**config.mk**
```make
export PLATFORM = sky130hd
export DESIGN_NAME = insn_encoder_flat
export DESIGN_NICKNAME = d
export VERILOG_FILES = /design/src/rtl/insn_encoder_if.sv /design/src/rtl/insn_encoder.sv /design/src/flat_wrapper.sv
export SDC_FILE = /design/constraint.sdc
export NUM_CORES = 1
export LEC_CHECK = 0
export ABC_AREA = 1
export BUFFER_PORTS_ARGS = -buffer_cell sky130_fd_sc_hd__buf_2
export CAP_MARGIN = 20
export CORE_UTILIZATION = 40
export DETAILED_ROUTE_END_ITERATION = 8
export GPL_TIMING_DRIVEN = 1
export PLACE_DENSITY = 0.6
export SETUP_SLACK_MARGIN = 0.5
export SYNTH_ARGS = -nofsm -noshare
export SYNTH_HDL_FRONTEND = slang
export SYNTH_SLANG_ARGS = --single-unit
```
**constraint.sdc**
```tcl
create_clock -name i_clk -period 2.1 [get_ports i_clk]
set_clock_uncertainty 0.1 [all_clocks]
set_input_delay 0.315 -clock i_clk [delete_from_list [all_inputs] [get_ports i_clk]]
set_output_delay 0.315 -clock i_clk [all_outputs]
set_load 0.05 [all_outputs]
```
**src/rtl/insn_encoder_if.sv**
```systemverilog
// insn_encoder_if: request and instruction-memory write bus of insn_encoder
interface insn_encoder_if;
  logic        i_vld;
  logic        o_rdy;
  logic [3:0]  i_class;
  logic [3:0]  i_alu_op;
  logic [2:0]  i_funct3;
  logic [4:0]  i_rd;
  logic [4:0]  i_rs1;
  logic [4:0]  i_rs2;
  logic [31:0] i_imm;
  logic        i_clear;
  logic        o_wr_en;
  logic [31:0] o_wr_addr;
  logic [31:0] o_wr_data;
  logic        o_err;
  logic        o_full;
  modport master (
    output i_vld, i_class, i_alu_op, i_funct3, i_rd, i_rs1, i_rs2, i_imm, i_clear,
    input  o_rdy, o_wr_en, o_wr_addr, o_wr_data, o_err, o_full
  );
  modport slave (
    input  i_vld, i_class, i_alu_op, i_funct3, i_rd, i_rs1, i_rs2, i_imm, i_clear,
    output o_rdy, o_wr_en, o_wr_addr, o_wr_data, o_err, o_full
  );
endinterface

```
**src/rtl/insn_encoder.sv**
```systemverilog
// insn_encoder: encodes requests into RV32I words and writes them sequentially to instruction memory
module insn_encoder #(
  parameter int DEPTH = 2048
) (
  input logic           i_clk,
  input logic           i_reset,
  insn_encoder_if.slave bus
);
  localparam int AW = $clog2(DEPTH);
  typedef enum logic [1:0] {IDLE, ENC, WR} state_t;
  state_t        state_q, state_d;
  logic [3:0]    cls_q, cls_d, op_q, op_d;
  logic [2:0]    f3_q, f3_d;
  logic [4:0]    rd_q, rd_d, rs1_q, rs1_d, rs2_q, rs2_d;
  logic [31:0]   imm_q, imm_d;
  logic [AW-1:0] ptr_q, ptr_d;
  logic          full_q, full_d, wr_en_q, wr_en_d, err_q, err_d;
  logic [31:0]   wr_addr_q, wr_addr_d, wr_data_q, wr_data_d;
  logic [2:0]    alu_f3;
  logic [6:0]    f7;
  logic [11:0]   i_imm12;
  logic [31:0]   word;
  logic          legal, rdy;
  assign rdy           = (state_q == IDLE) && !full_q;
  assign bus.o_rdy     = rdy;
  assign bus.o_wr_en   = wr_en_q;
  assign bus.o_wr_addr = wr_addr_q;
  assign bus.o_wr_data = wr_data_q;
  assign bus.o_err     = err_q;
  assign bus.o_full    = full_q;
  always_comb begin
    case (op_q)
      4'd2:      alu_f3 = 3'd1;
      4'd3:      alu_f3 = 3'd2;
      4'd4:      alu_f3 = 3'd3;
      4'd5:      alu_f3 = 3'd4;
      4'd6, 4'd7: alu_f3 = 3'd5;
      4'd8:      alu_f3 = 3'd6;
      4'd9:      alu_f3 = 3'd7;
      default:   alu_f3 = 3'd0;
    endcase
    f7      = (op_q == 4'd1 || op_q == 4'd7) ? 7'b0100000 : 7'b0000000;
    // shifts carry funct7 in the upper immediate bits, only shamt comes from the request
    i_imm12 = (op_q == 4'd2 || op_q == 4'd6 || op_q == 4'd7) ? {f7, imm_q[4:0]} : imm_q[11:0];
    word    = 32'h0;
    legal   = 1'b0;
    case (cls_q)
      4'd0: begin
        word  = {f7, rs2_q, rs1_q, alu_f3, rd_q, 7'b0110011};
        legal = op_q <= 4'd9;
      end
      4'd1: begin
        word  = {i_imm12, rs1_q, alu_f3, rd_q, 7'b0010011};
        legal = op_q <= 4'd9 && op_q != 4'd1;
      end
      4'd2: begin
        word  = {imm_q[11:0], rs1_q, f3_q, rd_q, 7'b0000011};
        legal = f3_q != 3'd3 && f3_q <= 3'd5;
      end
      4'd3: begin
        word  = {imm_q[11:5], rs2_q, rs1_q, f3_q, imm_q[4:0], 7'b0100011};
        legal = f3_q <= 3'd2;
      end
      4'd4: begin
        word  = {imm_q[12], imm_q[10:5], rs2_q, rs1_q, f3_q, imm_q[4:1], imm_q[11], 7'b1100011};
        legal = f3_q != 3'd2 && f3_q != 3'd3;
      end
      4'd5: begin
        word  = {imm_q[20], imm_q[10:1], imm_q[11], imm_q[19:12], rd_q, 7'b1101111};
        legal = 1'b1;
      end
      4'd6: begin
        word  = {imm_q[11:0], rs1_q, 3'b000, rd_q, 7'b1100111};
        legal = 1'b1;
      end
      4'd7: begin
        word  = {imm_q[31:12], rd_q, 7'b0110111};
        legal = 1'b1;
      end
      4'd8: begin
        word  = {imm_q[31:12], rd_q, 7'b0010111};
        legal = 1'b1;
      end
      default: begin
        word  = 32'h0;
        legal = 1'b0;
      end
    endcase
  end
  always_comb begin
    state_d   = state_q;
    cls_d     = cls_q;
    op_d      = op_q;
    f3_d      = f3_q;
    rd_d      = rd_q;
    rs1_d     = rs1_q;
    rs2_d     = rs2_q;
    imm_d     = imm_q;
    ptr_d     = ptr_q;
    full_d    = full_q;
    wr_en_d   = 1'b0;
    err_d     = 1'b0;
    wr_addr_d = wr_addr_q;
    wr_data_d = wr_data_q;
    case (state_q)
      IDLE: if (bus.i_vld && rdy) begin
        state_d = ENC;
        cls_d   = bus.i_class;
        op_d    = bus.i_alu_op;
        f3_d    = bus.i_funct3;
        rd_d    = bus.i_rd;
        rs1_d   = bus.i_rs1;
        rs2_d   = bus.i_rs2;
        imm_d   = bus.i_imm;
      end
      ENC: begin
        state_d   = legal ? WR : IDLE;
        wr_en_d   = legal;
        err_d     = !legal;
        wr_addr_d = legal ? 32'({ptr_q, 2'b00}) : wr_addr_q;
        wr_data_d = legal ? word : wr_data_q;
      end
      WR: begin
        state_d = IDLE;
        ptr_d   = ptr_q + AW'(1);
        full_d  = full_q || (&ptr_q);
      end
      default: state_d = IDLE;
    endcase
    if (bus.i_clear) begin
      state_d = IDLE;
      ptr_d   = '0;
      full_d  = 1'b0;
      wr_en_d = 1'b0;
      err_d   = 1'b0;
    end
  end
  always_ff @(posedge i_clk) begin
    if (!i_reset) begin
      state_q   <= IDLE;
      cls_q     <= '0;
      op_q      <= '0;
      f3_q      <= '0;
      rd_q      <= '0;
      rs1_q     <= '0;
      rs2_q     <= '0;
      imm_q     <= '0;
      ptr_q     <= '0;
      full_q    <= 1'b0;
      wr_en_q   <= 1'b0;
      err_q     <= 1'b0;
      wr_addr_q <= '0;
      wr_data_q <= '0;
    end else begin
      state_q   <= state_d;
      cls_q     <= cls_d;
      op_q      <= op_d;
      f3_q      <= f3_d;
      rd_q      <= rd_d;
      rs1_q     <= rs1_d;
      rs2_q     <= rs2_d;
      imm_q     <= imm_d;
      ptr_q     <= ptr_d;
      full_q    <= full_d;
      wr_en_q   <= wr_en_d;
      err_q     <= err_d;
      wr_addr_q <= wr_addr_d;
      wr_data_q <= wr_data_d;
    end
  end
endmodule
```
**src/flat_wrapper.sv**
```systemverilog
// flat-port wrapper written by rule: the top's interface ports become plain ports
module insn_encoder_flat 
#(
  parameter int DEPTH = 2048
)
  (i_clk, i_reset, bus_i_vld, bus_i_class, bus_i_alu_op, bus_i_funct3, bus_i_rd, bus_i_rs1, bus_i_rs2, bus_i_imm, bus_i_clear, bus_o_rdy, bus_o_wr_en, bus_o_wr_addr, bus_o_wr_data, bus_o_err, bus_o_full);
  insn_encoder_if bus_i ();
  input logic i_clk;
  input logic i_reset;
  input wire logic [$bits(bus_i.i_vld)-1:0] bus_i_vld;
  input wire logic [$bits(bus_i.i_class)-1:0] bus_i_class;
  input wire logic [$bits(bus_i.i_alu_op)-1:0] bus_i_alu_op;
  input wire logic [$bits(bus_i.i_funct3)-1:0] bus_i_funct3;
  input wire logic [$bits(bus_i.i_rd)-1:0] bus_i_rd;
  input wire logic [$bits(bus_i.i_rs1)-1:0] bus_i_rs1;
  input wire logic [$bits(bus_i.i_rs2)-1:0] bus_i_rs2;
  input wire logic [$bits(bus_i.i_imm)-1:0] bus_i_imm;
  input wire logic [$bits(bus_i.i_clear)-1:0] bus_i_clear;
  output wire logic [$bits(bus_i.o_rdy)-1:0] bus_o_rdy;
  output wire logic [$bits(bus_i.o_wr_en)-1:0] bus_o_wr_en;
  output wire logic [$bits(bus_i.o_wr_addr)-1:0] bus_o_wr_addr;
  output wire logic [$bits(bus_i.o_wr_data)-1:0] bus_o_wr_data;
  output wire logic [$bits(bus_i.o_err)-1:0] bus_o_err;
  output wire logic [$bits(bus_i.o_full)-1:0] bus_o_full;
  assign bus_i.i_vld = bus_i_vld;
  assign bus_i.i_class = bus_i_class;
  assign bus_i.i_alu_op = bus_i_alu_op;
  assign bus_i.i_funct3 = bus_i_funct3;
  assign bus_i.i_rd = bus_i_rd;
  assign bus_i.i_rs1 = bus_i_rs1;
  assign bus_i.i_rs2 = bus_i_rs2;
  assign bus_i.i_imm = bus_i_imm;
  assign bus_i.i_clear = bus_i_clear;
  assign bus_o_rdy = bus_i.o_rdy;
  assign bus_o_wr_en = bus_i.o_wr_en;
  assign bus_o_wr_addr = bus_i.o_wr_addr;
  assign bus_o_wr_data = bus_i.o_wr_data;
  assign bus_o_err = bus_i.o_err;
  assign bus_o_full = bus_i.o_full;
  insn_encoder #(.DEPTH(DEPTH)) u_core (.i_clk(i_clk), .i_reset(i_reset), .bus(bus_i));
endmodule
```
# After elaboration in Yosys (flattened, before gate mapping)
# Memories as Yosys holds them, arrays and structs flattened. A register that Yosys moved wholly into a read port is not among the register bits.
# Cells that the tools add are included.
[word_totals] register_bits=117 mem_bits_ro=48 inputBits=62 wordCells=67 mem_count=1 out_inout_bits=68 ram_bits=0 latch_bits=0
[memory_table] memory="(no name shown)" depth=16 width=3 rd=1 rd_ports_with_merged_regs=1 wr=0 line="insn_encoder.sv:32" rtl="case (op_q)"
[classes] div=0 eq_ne=18 bitwise=2 shifts=0 n_addsub=1 multipliers=0 reduce_logical=19 mux=9 order_cmp=3
[op_table] op="$pmux 32 s9" count=1
[op_table] op="$eq 4x3->1 const B" count=6
[op_table] op="$eq 4x2->1 const B" count=3
[op_table] op="$mux 12" count=1
[op_table] op="$add 11x1->11 const B" count=1
[op_table] op="$reduce_and 11->1" count=1
[op_table] op="$eq 4x1->1 const B" count=2
[op_table] op="$mux 4" count=2
[op_table] op="$mux 6" count=1
[op_table] op="$ne 3x2->1 const B" count=2
[op_table] op="$pmux 1 s6" count=1
[op_table] op="$logic_and 1x1->1" count=5
[op_table] op="$eq 4x4->1 const B" count=1
[op_table] op="$le 4x4->1 const B" count=1
[op_table] op="$logic_not 4->1" count=1
[op_table] op="$logic_or 1x1->1" count=4
[op_table] op="$mux 2" count=2
[op_table] op="$ne 4x1->1 const B" count=1
[op_table] op="$pmux 2 s2" count=1
[op_table] op="$reduce_and 2->1" count=2
[op_table] op="$reduce_or 4->1" count=1
[op_table] op="$le 3x2->1 const B" count=1
[op_table] op="$le 3x3->1 const B" count=1
[op_table] op="$reduce_or 3->1" count=1
[op_table] op="other kinds (7)" count=9

# Longest topological paths before layout
# Gate-level depths: netlist of the first run.
[logic_depth] depth_word=6 ltp_mapped=12

# Least setup slack after synthesis of the first run
# Ideal clock, no wire load.
[synth_path] path_type="reg-to-reg" startpoint="register u_core.full_q (netlist: u_core.bus.o_full)" endpoint="register u_core.imm_q[20]" arrival_ps=1868 path_slack_ps=62 required_ps=1930 path_stages_with_launch=5 setup_time_ps=70 path_cell_list="dfxtp_1 > nor3_1 > clkbuf_1 > nand3_1 > a21oi_1"
[synth_via] elab_chain_len=4
[synth_rtl] element="start, declared" line="insn_encoder.sv:17" rtl="logic full_q, full_d, wr_en_q, wr_en_d, err_q, err_d;"
[synth_rtl] element="start signal, assigned" line="insn_encoder.sv:164" rtl="full_q <= full_d;"
[synth_rtl] element="$logic_not 1->1" line="insn_encoder.sv:24" rtl="assign rdy = (state_q == IDLE) && !full_q;"
[synth_rtl] element="$logic_and 1x1->1" line="insn_encoder.sv:24"
[synth_rtl] element="via bus_o_rdy" line="flat_wrapper.sv:19" rtl="output wire logic [$bits(bus_i.o_rdy)-1:0] bus_o_rdy;"
[synth_rtl] element="$logic_and 1x1->1" line="insn_encoder.sv:106" rtl="IDLE: if (bus.i_vld && rdy) begin"
[synth_rtl] element="$reduce_and 2->1 (no line)"
[synth_rtl] element="end signal, assigned" line="insn_encoder.sv:162" rtl="imm_q <= imm_d;"
[synth_rtl] element="end, declared" line="insn_encoder.sv:15" rtl="logic [31:0] imm_q, imm_d;"
# The timed path passes the listed nets, and every way through them passes these cells.
# A chain may end at the register's enable or synchronous reset.

# Worst setup path after layout of the first run
[layout_path] startpoint="register u_core.cls_q[0]" endpoint="register u_core.wr_addr_q[6] (netlist: u_core.bus.o_wr_addr[6])"
[layout_via] elab_chain_len=4
[layout_rtl] element="start, declared" line="insn_encoder.sv:12" rtl="logic [3:0] cls_q, cls_d, op_q, op_d;"
[layout_rtl] element="start signal, assigned" line="insn_encoder.sv:156" rtl="cls_q <= cls_d;"
[layout_rtl] element="$eq 4x3->1 / $eq 4x4->1 (equally long branches)" line="insn_encoder.sv:47" rtl="case (cls_q)"
[layout_rtl] element="$reduce_or 4->1 (no line)"
[layout_rtl] element="$pmux 1 s6 *" line="insn_encoder.sv:47"
[layout_rtl] element="$reduce_and 2->1 (no line) *"
[layout_rtl] element="end signal, assigned" line="insn_encoder.sv:167" rtl="wr_addr_q <= wr_addr_d;"
[layout_rtl] element="end, declared" line="insn_encoder.sv:18" rtl="logic [31:0] wr_addr_q, wr_addr_d, wr_data_q, wr_data_d;"
# Mark *: on every way between the ends. The rest lies on a longest branch, timed or not.

==> run summary, run 1 <==
The start point of the worst min-delay path is bus_i_imm[0]. The flop and latch count out of synthesis is 119. After routing the design area is around 0.0076 sq mm. The initial utilization of the core area, before any placement, comes to 41.1%.

Counting every sink on the clock net gives 119. The worst hold path was traced through 3 stages. TritonCTS built the clock tree. The endpoint identified for the worst register-to-register timing path is u_core.bus.o_wr_addr[6]. Setup repair after global routing could not meet its margin everywhere. Dividing the synthesized area by the synthesized cell count gives 6.87 sq um.

The final number of setup-violating endpoints came out at 0. The first-pass GRT wire length came out at 25100 um. The critical path is of the reg2reg type. The share of the clock period used by the worst path after layout is 83.7%. The Yosys step of the flow raised 0 warnings. The share of layout cells above drive strength 1 came out at 32.2%. The count of standard-cell rows is 42. The max-capacitance violation count is 0.

Buffers placed on the I/O ports in this run total about 110. Detailed routing inserted a total of 5570 vias. Hold repair after CTS inserted 0 buffers. Relative to the synthesized area, the layout overhead comes to 39.4%. The setup TNS after final layout came out at 0 ns. The number of routed nets with antenna violations came out at 0.

The number of global-route vias before repair came to 5041. The fraction of the core area covered by cells at the end of the flow is 57.2%. In this run the worst path has a maximum fanout of 6. The worst register-to-register path begins at u_core.cls_q[0]. The clock-pin slew reported for the worst setup and hold paths after clock tree synthesis is around 0.06 ns. Based on the critical path, the design can be clocked at up to approximately 570 MHz. The gate count after technology mapping is 795. The tightest hold path in the finished design has a slack of approximately 0.056 ns. The H-tree generated during clock tree synthesis spans 4 levels.

The pin count of the biggest net entering global routing came out at 56. After detailed routing, the number of remaining DRC violations is 0. The number of antenna violations at the first check in global routing is 0. The worst hold path terminates at u_core.imm_q[0]. The leakage power of the design came out at between 0.003 and 0.004 uW. For this run, the post-layout net count is 997. The buffer levels on the longest clock path is 2.

The post-layout minimum cycle time is 1.76 ns. The number of hold violations in the final report is 0. The tree is rooted in a clkbuf_16.

Summed over all instances, the cell type with the most area after synthesis is dfxtp_1. The total overflow reported by the global router came out at 0. The required time of the critical path came out at around 2.3 ns. The area fraction of the dominant cell type after synthesis is 43.6%. Power spread over the standard cell area amounts to 893 mW/mm^2.

The overall global routing resource usage came out at 23.0%. The number of max-slew violations in the final report is 0. The critical path startpoint category is a flop. By area the synthesized netlist is led by dfxtp_1, nand2_1, a21oi_1, nand3_1, nor2_1.

The run finished with clean final reports. The count of fill cells added during filler insertion is around 1300. The violation count after the first detailed-routing iteration is 404.

For the worst flop-to-flop path, the logic depth is 10. The post-detailed-placement cell area is 0.00614 sq mm. The cell area after technology mapping is approximately 0.0055 sq mm.

STA classifies the critical path endpoint as a flop. The tightest min-delay check is of the in2reg type. The routability congestion estimate from global placement came out at between 0.8 and 0.9. The distinct cell type count after synthesis is 30. Once detailed placement completed, the half-perimeter wirelength came to 10700 um. The number of inserted diodes came out at 0.

The die is 119 um wide. The peak supply drop is 0.657 mV. The final wirelength came out at 16500 um. The wire length per cell after detailed routing came out at 14.7 um. The clock latency of the later-clocked register in the worst-skew pair is 0.42 ns. The floorplan step defined a die boundary enclosing 0.0141 sq mm. Dividing the detail-routed via count by the number of cells gives 4.97. The floorplan step set the die height to between 100 and 150 um. The slack of the worst reg-to-reg path is 0.34 ns. The portion of the post-synthesis area used by sequential elements is 43.6%. Counting the buffers created by CTS gives 17.

The total power is 6800 uW. The I/O pin count is 130. The arrival time at the worst endpoint is between 1.5 and 2 ns. The number of iterations in the first detailed-routing pass is 5. The core area is 0.0133 sq mm.
[layer usage]
| layer | routed length, um | track usage (%) |
|---|---|---|
| met1 | 7680 | 30.7 |
| met3 | 886 | 4.79 |
| met4 | 562 | 11.7 |
| met5 | 0 | 0 |
| met2 | 7380 | 35.2 |
[worst max-delay path, cell delays in order (launching register included)]
cell	delay [ns]
dfxtp_4	0.37
nor2_2	0.19
nand2_2	0.12
nand3_1	0.10
nand3_2	0.11
nand3_4	0.17
buf_12	0.16
clkbuf_16	0.15
nand3b_1	0.07
nand2_1	0.07
nor2_1	0.04
[how the worst max path moves through the flow]
stage / start / end / slack, ns / cells after the start
2_1_floorplan: u_core.cls_q[2] / u_core.bus.o_wr_data[25] / 0.50 / 10
3_3_place_gp: u_core.state_q[1] / u_core.alu_f3[1] / 0.20 / 10
3_5_place_dp: u_core.state_q[1] / u_core.alu_f3[1] / 0.22 / 10
4_1_cts: u_core.state_q[1] / bus_o_rdy / 0.37 / 2
5_1_grt: u_core.cls_q[2] / u_core.bus.o_wr_addr[6] / 0.28 / 12
6_report: u_core.cls_q[0] / u_core.bus.o_wr_addr[6] / 0.34 / 10
[cell usage after synthesis]
cell and number:
a21oi_1 106, nand4_1 2, nand2_1 197, xor2_1 2
nor2_2 2, inv_1 52, nand3_1 97, a22oi_1 5
nand3_4 1, conb_1 1, clkbuf_2 1, o211ai_1 1
nand2_4 1, o21ai_0 24, nand3b_1 4, clkinv_1 1
nor3_1 8, buf_2 4, a31oi_1 1, ha_1 1
clkbuf_1 28, inv_2 2, buf_4 25, nor2_1 97
nand2_2 3, o21ai_1 1, buf_1 3, nor4_2 1
buf_6 5, dfxtp_1 119
[final cells by class]
class / instances / area [sq um] / area share (%)
repair buffers: 164 / 1150 / 15.1
clock buffers: 22 / 485 / 6.38
flip-flops and latches: 119 / 2410 / 31.7
inverters: 55 / 226 / 2.98
multi-input cells: 577 / 3050 / 40.0
clock inverters: 8 / 72.6 / 0.954
well taps: 176 / 220 / 2.89
[flip-flops by register name, indices dropped and copies added, names as in the netlist, 4 cells and up]
signal                count
u_core.imm_q             32
u_core.rs2_q              5
u_core.op_q               4
u_core.rd_q               5
u_core.cls_q              4
u_core.ptr_q             11
u_core.rs1_q              5
u_core.bus.o_wr_data     31
u_core.bus.o_wr_addr     11
[timing repair]
| action | CTS | global route |
|---|---|---|
| resized for setup | 96 | 53 |
| gates cloned | 3 | 5 |
| setup endpoints to repair | 62 | 66 |
| pin swaps | 15 | 22 |
| setup buffers | 22 | 6 |
[per-stage QoR]
stage / std cells / setup WS, ns
final: 1121 / 0.342
after global routing: 1121 / 0.277
after CTS: 1110 / 0.370
after detailed placement: 1055 / 0.218
after global placement: 1055 / 0.196
after floorplan: 815 / 0.498
[report_power, final]
group	internal, uW	total (uW)	switching, uW	leakage, uW
sequential	2390	2490	96.0	0.000980
clock	1730	2750	1010	0.000269
combinational	587	1570	980	0.00224
total	4710	6800	2090	0.00349
[layout by cell type, fill, tap and decap left out, types with 21 or more instances in the layout]
cell type	instances
a21oi_2	25
nand3_1	85
nor2_1	77
dfxtp_1	110
buf_2	107
buf_4	39
nand2_1	178
conb_1	21
clkbuf_16	21
a21oi_1	80
inv_1	46
[cells by family (layout without fill, tap and decap cells)]
| logic type | count (synthesis) | after routing | synth area share, % |
|---|---|---|---|
| AND/OR/NAND/NOR | 413 | 415 | 32.0 |
| AO/OA/AOI/OAI | 138 | 138 | 13.0 |
| XOR/XNOR | 2 | 2 | 0.321 |
| other | 1 | 21 | 0.0687 |
| flip-flops | 119 | 119 | 43.6 |
| adder cells (fa/ha/maj) | 1 | 1 | 0.229 |
| buffers and inverters | 121 | 249 | 10.8 |
No activity file was read; power rests on OpenSTA's default activity.
==> inputs of run 2 (changes only) <==
--- a/config.mk
+++ b/config.mk
@@ -11,7 +11,7 @@
 export CORE_UTILIZATION = 40
 export DETAILED_ROUTE_END_ITERATION = 8
 export GPL_TIMING_DRIVEN = 1
-export PLACE_DENSITY = 0.6
+export PLACE_DENSITY = 0.63
 export SETUP_SLACK_MARGIN = 0.5
 export SYNTH_ARGS = -nofsm -noshare
 export SYNTH_HDL_FRONTEND = slang
==> constraint.sdc (replaced) <==
create_clock -name i_clk -period 1.6 [get_ports i_clk]
set_clock_uncertainty 0.1 [all_clocks]
set_input_delay 0.24 -clock i_clk [delete_from_list [all_inputs] [get_ports i_clk]]
set_output_delay 0.24 -clock i_clk [all_outputs]
set_load 0.05 [all_outputs]
==> run 2 against run 1 <==
Compared with the run above: the flow now finishes with violations (negative setup slack); design area grew 27%; die area stayed put; core utilization up 15 points; critical path depth down 6; non-clock buffer count grew 91; routed wire length grew 14%; final cell count is 8.1% higher; critical path type is now reg2out; largest power group unchanged.
==> run summary, run 2 (synthesized netlist as in run 1, its figures left out) <==
The number of inserted diodes came out at 0. The register with the most flip-flops in the layout has 32 of them. The leakage power of the design is 0.00419 uW.

The H-tree generated during clock tree synthesis spans 4 levels. The clock passes through at most 2 buffers. For this block, the via count after detailed routing is about 6200. The number of sinks on the clock net came out at around 120. For this block, the routed nets add up to 18800 um of wire. Before antenna repair, the detailed router went through 5 iterations.

Dividing the detail-routed via count by the number of cells gives between 5 and 6. The post-layout worst setup margin came out at -0.109 ns. The clock latency of the later-clocked register in the worst-skew pair came out at between 0.4 and 0.5 ns. The first global-routing pass estimated 26600 um of wire.

In this run the vertical extent of the chip is 119 um. In the routed design, unresolved DRC markers number 0. After detailed placement, the total cell area comes to 0.00684 sq mm. The effective utilization at floorplan came out at between 40% and 50%. The signed area change from the synthesized netlist to the final layout came out at 76.5%. Entering global routing, the biggest net connects 55 pins. Setup violations remaining at the end of the flow were counted as 69.

The wire length per cell after detailed routing is approximately 16 um. In this run the standard cell core region covers between 0.01 and 0.015 sq mm. The commonest non-fill, non-tap cell in the layout is nand2_1.

The share of layout cells above drive strength 1 is between 40% and 50%. For the worst setup path, the data required time is 1.26 ns. The routability congestion estimate from global placement came out at 0.913. The count of nets left with antenna violations once routing finished came out at 0.

The overall global routing resource usage is 24.0%. The number of buffers and inverters on the critical path came out at 3. The die outline area is 0.0141 sq mm. The number of antenna violations at the first check in global routing came out at 0. In the final design database the tool counted between 1000 and 1500 nets. The total overflow reported by the global router is 0. Based on the critical path, the design can be clocked at up to 585 MHz.

The slowest stage of the critical path is the dfxtp_4 cell. The flow ran to the end, but the final reports show violations. The arrival time at the worst endpoint came out at between 1 and 1.5 ns.

The overall die width is 119 um. In the layout the commonest cells are nand2_1, nor2_1, buf_4, a21oi_2, dfxtp_1. The power density normalized to cell area is 992 mW/mm^2. The clock-pin slew reported for the worst setup and hold paths after clock tree synthesis came out at about 0.060 ns. The stage delay of the slowest cell on the critical path came out at 0.35 ns. The number of hold violations in the final report is 0. The worst setup path is of the reg2out kind.

The worst-margin pin slew is 0.876 ns. The number of global-route vias before repair came out at approximately 5500. The number of max-slew violations in the final report was 0. The cell sitting at the root of the clock tree is a clkbuf_16. STA classifies the critical path endpoint as a primary output. The count of buffers from port buffering came out at 108.

The worst-path maximum fanout is 2. The I/O pin count is 130. The worst min-delay path class is in2reg. In this run, CTS created clock tree buffers numbering 17.

The first routing iteration left 414 violations. In this run the tightest slew margin relative to its limit is between 40% and 50%. The final design area excluding fillers is approximately 0.0096 sq mm. The max-capacitance violation count came out at 0. By instance count, the cell type seen most on the critical path is buf_12. Once detailed placement completed, the half-perimeter wirelength came to ~11000 um.

In this design, the largest share of critical-path delay is due to buffers and inverters. The checks that failed: negative setup slack. The worst path in the final design needs a cycle of ~1.7 ns, including I/O delays and setup. The peak supply drop came out at 0.678 mV.

Setup repair after global routing could not meet its margin everywhere. STA classifies the critical path startpoint as a flop. The share of the clock period used by the worst path after layout came out at 107%. The post-place setup slack came out at -0.0955 ns. TritonCTS built the clock tree. The count of standard-cell rows came out at 42. The register with the most flip-flops in the final layout is u_core.imm_q. In the final timing run, aggregate negative setup slack is -1.91 ns. The signal on the critical path passes through buf_6 > nor3_4 > buf_12 > buf_12.
[run 2: stage by stage]
step / power [uW] / cells / hold WS, ns / utilization (%)
6_report: 9560 / 1212 / 0.0136 / 72.5
5_1_grt: 9900 / 1212 / 0.00615 / 72.5
4_1_cts: 9140 / 1174 / 0.00127 / 61.3
3_5_place_dp: 5070 / 1098 / 0.348 / 51.4
3_3_place_gp: 5060 / 1098 / 0.345 / 51.4
2_1_floorplan: 4610 / 815 / 0.268 / -
[run 2: per-layer routing]
layer,global-route usage [%],wire (um)
met1,30.3,7830
met2,39.8,9730
met3,4.74,851
met4,9.89,402
met5,0,0
[run 2: final cells by class]
class | count | area [sq um]
Clock buffer | 22 | 464
Clock inverter | 9 | 124
Multi-Input combinational cell | 576 | 3600
Timing Repair Buffer | 255 | 2520
Inverter | 55 | 223
Tap cell | 176 | 220
Sequential cell | 119 | 2480
Fill cell | 990 | 3660
[run 2: power by group]
group / switching [uW] / internal (uW)
Combinational: 1390 / 1030
Clock: 1340 / 2510
Sequential: 148 / 3140
[run 2: worst paths after layout]
kind                                         from              end  slack [ns]  depth (start not counted)
worst max register to register  u_core.state_q[0]   u_core.rd_q[4]       -0.08                          8
worst max-delay path            u_core.state_q[0]        bus_o_rdy       -0.11                          4
worst min register to register    u_core.rs2_q[4]  u_core.rs2_q[4]        0.37                          2
worst min-delay path              bus_i_funct3[2]   u_core.f3_q[2]        0.01                          3
[run 2: worst reg2reg max path: stages (launching register included)]
cell       delay (ns)
dfxtp_4          0.35
buf_6            0.12
nor3_4           0.21
buf_12           0.15
buf_8            0.11
buf_12           0.14
clkbuf_16        0.17
nand3_4          0.09
a21oi_2          0.18
[run 2: timing repair]
item	4_1_cts	5_1_grt
setup buffers	10	29
gates cloned	2	3
resized for setup	87	328
hold buffers	33	6
hold endpoints to repair	33	6
endpoints found under the setup margin	166	166
pin swaps	19	74
